### config.mk
export PLATFORM = sky130hd
export DESIGN_NAME = wb_stage
export DESIGN_NICKNAME = d
export VERILOG_FILES = /design/src/rtl/wb_stage.sv
export SDC_FILE = /design/constraint.sdc
export NUM_CORES = 2
export LEC_CHECK = 0
export BUFFER_PORTS_ARGS = -buffer_cell sky130_fd_sc_hd__buf_4
export CAP_MARGIN = 20
export CORE_ASPECT_RATIO = 1.5
export CORE_MARGIN = 2
export CORE_UTILIZATION = 42
export CTS_CLUSTER_DIAMETER = 50
export CTS_CLUSTER_SIZE = 8
export DETAILED_ROUTE_END_ITERATION = 6
export GPL_TIMING_DRIVEN = 0
export HOLD_SLACK_MARGIN = 0.15
export MAX_ROUTING_LAYER = met4
export PLACE_DENSITY_LB_ADDON = 0.15
export SKIP_CTS_REPAIR_TIMING = 1
export SYNTH_ARGS = -nofsm -noshare
export SYNTH_HDL_FRONTEND = slang
export SYNTH_SLANG_ARGS = --single-unit
### constraint.sdc
create_clock -name clk -period 5.4 [get_ports clk]
set_clock_uncertainty 0.15 [all_clocks]
set_input_delay 1.08 -clock clk [delete_from_list [all_inputs] [get_ports clk]]
set_output_delay 1.08 -clock clk [all_outputs]
set_load 0.02 [all_outputs]
### src/rtl/wb_stage.sv
// wb_stage: write-back pipeline stage.
//
// Latches the execute-to-writeback bus through the valid/allowin handshake,
// owns the 32x32 architectural register file (one write port, two
// combinational read ports with write-through bypass), and drives the
// writeback forwarding bus plus the debug trace port.
//
// Optional feature: define WB_RETIRE_CNT_EN to add a 64-bit retired
// instruction counter on port retire_cnt.
//
// Ports:
//   clk, reset          clock, synchronous active-high reset
//   es_to_ws_valid      upstream holds a valid instruction
//   ws_allowin          stage can accept this cycle
//   es_to_ws_bus        {gr_we, dest[4:0], result[31:0], pc[31:0]}
//   ws_forward_bus      {data[31:0], dest[4:0]}, zero when no write
//   rf_raddr1/2         register file read addresses
//   rf_rdata1/2         register file read data
//   debug_wb_*          trace of the retiring instruction
//   retire_cnt          retired-instruction count (WB_RETIRE_CNT_EN only)

module wb_stage #(
    parameter int          ES_TO_WS_BUS_WD = 70,
    parameter int          FORWARD_BUS_WD  = 37,
    parameter logic [31:0] RESET_PC        = 32'h1c000000
) (
    input  logic                       clk,
    input  logic                       reset,
    input  logic                       es_to_ws_valid,
    output logic                       ws_allowin,
    input  logic [ES_TO_WS_BUS_WD-1:0] es_to_ws_bus,
    output logic [FORWARD_BUS_WD-1:0]  ws_forward_bus,
    input  logic [4:0]                 rf_raddr1,
    output logic [31:0]                rf_rdata1,
    input  logic [4:0]                 rf_raddr2,
    output logic [31:0]                rf_rdata2,
    output logic [31:0]                debug_wb_pc,
    output logic [3:0]                 debug_wb_rf_we,
    output logic [4:0]                 debug_wb_rf_wnum,
    output logic [31:0]                debug_wb_rf_wdata
`ifdef WB_RETIRE_CNT_EN
    ,
    output logic [63:0]                retire_cnt
`endif
);

    logic                       ws_valid;
    logic [ES_TO_WS_BUS_WD-1:0] ws_bus_r;
    logic [31:0]                rf [1:31];

    logic        ws_ready_go;
    logic        ws_gr_we;
    logic [4:0]  ws_dest;
    logic [31:0] ws_result;
    logic [31:0] ws_pc;
    logic        ws_live;
    logic        rf_we;

    assign ws_gr_we  = ws_bus_r[69];
    assign ws_dest   = ws_bus_r[68:64];
    assign ws_result = ws_bus_r[63:32];
    assign ws_pc     = ws_bus_r[31:0];

    assign ws_ready_go = 1'b1;
    assign ws_allowin  = !ws_valid || ws_ready_go;

    // Reset is synchronous, so the pipeline register may still hold a valid
    // instruction during the reset cycle; masking with reset keeps that
    // instruction from writing, forwarding or appearing on the trace.
    assign ws_live = ws_valid && !reset;
    assign rf_we   = ws_live && ws_gr_we && (ws_dest != 5'd0);

    always_ff @(posedge clk) begin
        if (reset) begin
            ws_valid <= 1'b0;
            ws_bus_r <= '0;
        end else if (ws_allowin) begin
            ws_valid <= es_to_ws_valid;
            if (es_to_ws_valid) begin
                ws_bus_r <= es_to_ws_bus;
            end
        end
    end

    // r0 has no storage; rf_we already excludes dest 0.
    always_ff @(posedge clk) begin
        if (reset) begin
            for (int i = 1; i < 32; i++) begin
                rf[i] <= '0;
            end
        end else if (rf_we) begin
            rf[ws_dest] <= ws_result;
        end
    end

    // Write-through bypass so decode sees a value in the same cycle it is
    // being written.
    always_comb begin
        rf_rdata1 = '0;
        if (rf_raddr1 != 5'd0) begin
            if (rf_we && (rf_raddr1 == ws_dest)) begin
                rf_rdata1 = ws_result;
            end else begin
                rf_rdata1 = rf[rf_raddr1];
            end
        end
    end

    always_comb begin
        rf_rdata2 = '0;
        if (rf_raddr2 != 5'd0) begin
            if (rf_we && (rf_raddr2 == ws_dest)) begin
                rf_rdata2 = ws_result;
            end else begin
                rf_rdata2 = rf[rf_raddr2];
            end
        end
    end

    // An all-zero bus names r0, which consumers treat as a harmless no-op.
    assign ws_forward_bus = rf_we ? {ws_result, ws_dest} : '0;

    assign debug_wb_pc       = ws_live ? ws_pc : RESET_PC;
    assign debug_wb_rf_we    = {4{rf_we}};
    assign debug_wb_rf_wnum  = reset ? 5'd0  : ws_dest;
    assign debug_wb_rf_wdata = reset ? 32'd0 : ws_result;

`ifdef WB_RETIRE_CNT_EN
    // Counts every retiring instruction, stores included; wraps naturally.
    always_ff @(posedge clk) begin
        if (reset) begin
            retire_cnt <= '0;
        end else if (ws_valid) begin
            retire_cnt <= retire_cnt + 64'd1;
        end
    end
`endif

endmodule

==> impl_results.md <==
- Status: finished with violations
- Failing checks: negative setup slack
- Synth Register Bits: 1095
- Switching power: 6.097 mW
- Unrepaired setup endpoints after global routing: true
- CTS tree: yes
- Slew @ Worst Pin: 1.291 ns
- Final wirelength: 273900 um
- Pin count of the biggest net entering global routing: 33
- R2R setup slack: 1.39 ns
- Port bufs: 249
- Clock power frac: 43.0%
- Mean Syn Cell Area: 13.57 um^2
- DP Area: 64170 um^2
- CP arrival: 4.43 ns
- Num ports: 258
- Wire length per cell: 40.26 um
- PwrDens: 323.2 nW/um^2
- Tightest hold margin: 0.3341 ns
- Minimum clock period after layout: 5.660 ns
- Root Driver: clkbuf_16
- Gr busiest metal: met2
- DP Wirelength: 201100 um
- VDD IR-drop max: 0.3511 mV
- Final Cycle Share: 104.8%
- Clk_lat worst skew: 0.82 ns
- Hold Violations, Final: 0
- Critical path peak fanout: 11
- Worst setup SP type: input pin
- Req. time, crit path: 4.17 ns
- Synth Warn #: 0
- Most common cell after layout, fill and taps aside: and2_1
- Combinational power share: 13.1%
- Vias in the first global route: 41749
- Fmax: 176.7 MHz
- Final setup vio count: 38
- Design Power: 22.37 mW
- Total gr overflow: 0
- DRT iter0 DRCs: 6627
- MaxCap Viol Count: 0
- Fin util: 49.60%
- Clock Tree Buf Depth: 3
- Num rows: 168
- Post-DRT Antenna Nets: 0
- Post-synthesis sequential area ratio: 54.61%
- GRT Total Usage: 38.95%
- Cell area after layout: 69230 um^2
- Met2 Track Usage GR: 57.74%
- Ys flop type: edfxtp_1
- Mapped Area: 58910 um^2
- Die area: 143300 um^2
- Placed insts: 6540
- Routed vias/inst: 6.352
- Critical Path End Type: primary output
- Nets@finish: 4925
- Place WS: -0.9848 ns
- Worst setup margin: -0.2599 ns
- CTS Sinks: 1095
- Initial core utilization: 42.21%
- Hold Crit Class: flip-flop to flip-flop
- Layout cells sized above 1: 22.75%
- Setup TNS: -3.497 ns
- DRT Pass-1 Iters: 6
- Most frequent cells in the layout: and2_1 (1058), edfxtp_1 (1024), mux4_2 (388), mux2i_1 (375), clkbuf_1 (319)
- Slew Viols, Final: 0
- Asr flop ratio synth: 0%
- Syn-to-layout area delta: 17.51%
- Final Instance Count excl. Fillers: 6803
- H-tree lvl count: 4
- Net Sw Frac: 27.25%
- Antenna violations before repair: 22
- GR Util met3: 11.24%
- CORE AREA: 139600 um^2
- First-pass GRT wire length: 356900 um
- GP Congestion: 1.066
- EDFF count, synth: 1024
- M1 GR Usage: 44.71%
- Vias: 43215
- Critical path class: input pin to primary output
- Cell count after synthesis: 4340
- Leakage power: 26.28 nW
- Reg power frac: 43.9%
- Die X: 309.8 um
- DRC viols: 0
- CTS Buf Count: 162
- Chip Height: 462.7 um
- Netlist cell types: 54
- Internal Power: 16.28 mW
- Worst-path clk slew: 0.05 ns
- Slew margin rel.: 13.91%
==> power groups by stage <==
stage / clock [mW] / sequential [mW] / combinational, mW
global placement: 0 / 9.96 / 2.71
global route: 9.91 / 9.84 / 2.95
floorplan: 0 / 9.85 / 1.48
detailed placement: 0 / 9.97 / 2.79
finish: 9.62 / 9.82 / 2.93
CTS: 9.59 / 9.81 / 2.80
==> cells by family (layout without fill, tap and decap cells) <==
| logic type | Yosys count | in the layout | share of synthesized area (%) |
|---|---|---|---|
| AOI/OAI and AO/OA | 436 | 436 | 5.227 |
| xor gates and xnor gates | 10 | 10 | 0.1487 |
| buffers and inverters | 449 | 997 | 3.519 |
| DFF | 1095 | 1095 | 54.61 |
| muxes | 765 | 765 | 21.24 |
| other | 2 | 47 | 0.01275 |
| and+or+nand+nor | 1583 | 1583 | 15.24 |
==> cells in the mapped netlist, types with 3 or more instances <==
cell	number	share of area, %
a211o_1	33	0.49
a211oi_1	20	0.25
a21o_1	32	0.41
a21oi_1	80	0.68
a221o_1	10	0.17
a221oi_1	36	0.54
a22oi_1	46	0.59
and2_1	1058	11
and3_1	3	0.032
buf_1	23	0.15
buf_2	68	0.58
buf_4	21	0.27
buf_6	18	0.34
buf_8	5	0.13
clkbuf_1	308	2.0
dfxtp_1	71	2.4
edfxtp_1	1024	52
inv_1	4	0.025
mux2i_1	376	6.4
mux4_2	388	15
nand2_1	255	1.6
nand2b_1	11	0.12
nand3_1	8	0.068
nand3b_1	4	0.051
nor2_1	119	0.76
nor2b_1	52	0.55
nor3_1	19	0.16
nor3b_1	7	0.089
nor4_1	7	0.074
o211ai_1	4	0.051
o21ai_0	22	0.19
o21ai_1	16	0.14
o221ai_1	32	0.48
o22ai_1	62	0.66
o31ai_1	36	0.46
or2_2	32	0.34
xnor2_1	8	0.12
==> layer usage <==
layer	vias up	share of wire, %	routed length (um)
met5	-	0	0
met4	0	9.2	25260
met3	927	11	31410
met2	3137	45	123600
met1	21916	34	93600
li1	17235	-	-
==> cell type report <==
cell class              instances  area (um^2)
diodes                         14        35.03
plain buffers                 443         2198
clock buffers                 216         4340
clock inverters                25        285.3
fillers                     12210        70350
inverters                       4        18.77
multi-input cells            2827        24970
flip-flops and latches       1095        32170
well taps                    1870         2340
repair buffers                309         2864
==> worst max-delay path: stages <==
cell,delay [ns]
buf_2,0.21
nor2_1,0.73
nand2_1,0.73
nand2b_1,0.55
clkbuf_2,0.51
o21ai_0,0.35
buf_4,0.25
==> state kept, by name, summed over array words and instances, names as in the netlist <==
name / count
ws_bus_r: 70
rf: 1024
ws_valid: 1
==> path summary, 6_finish.rpt <==
check | depth (start not counted) | start | endpoint
worst max-delay path | 7 | rf_raddr2[1] | rf_rdata2[5]
worst min-delay path | 2 | ws_bus_r[3] | ws_bus_r[3]
worst max register to register | 4 | ws_bus_r[66] | rf[7][13]
worst min register to register | 2 | ws_bus_r[3] | ws_bus_r[3]
(Power assumes the default switching activity.)
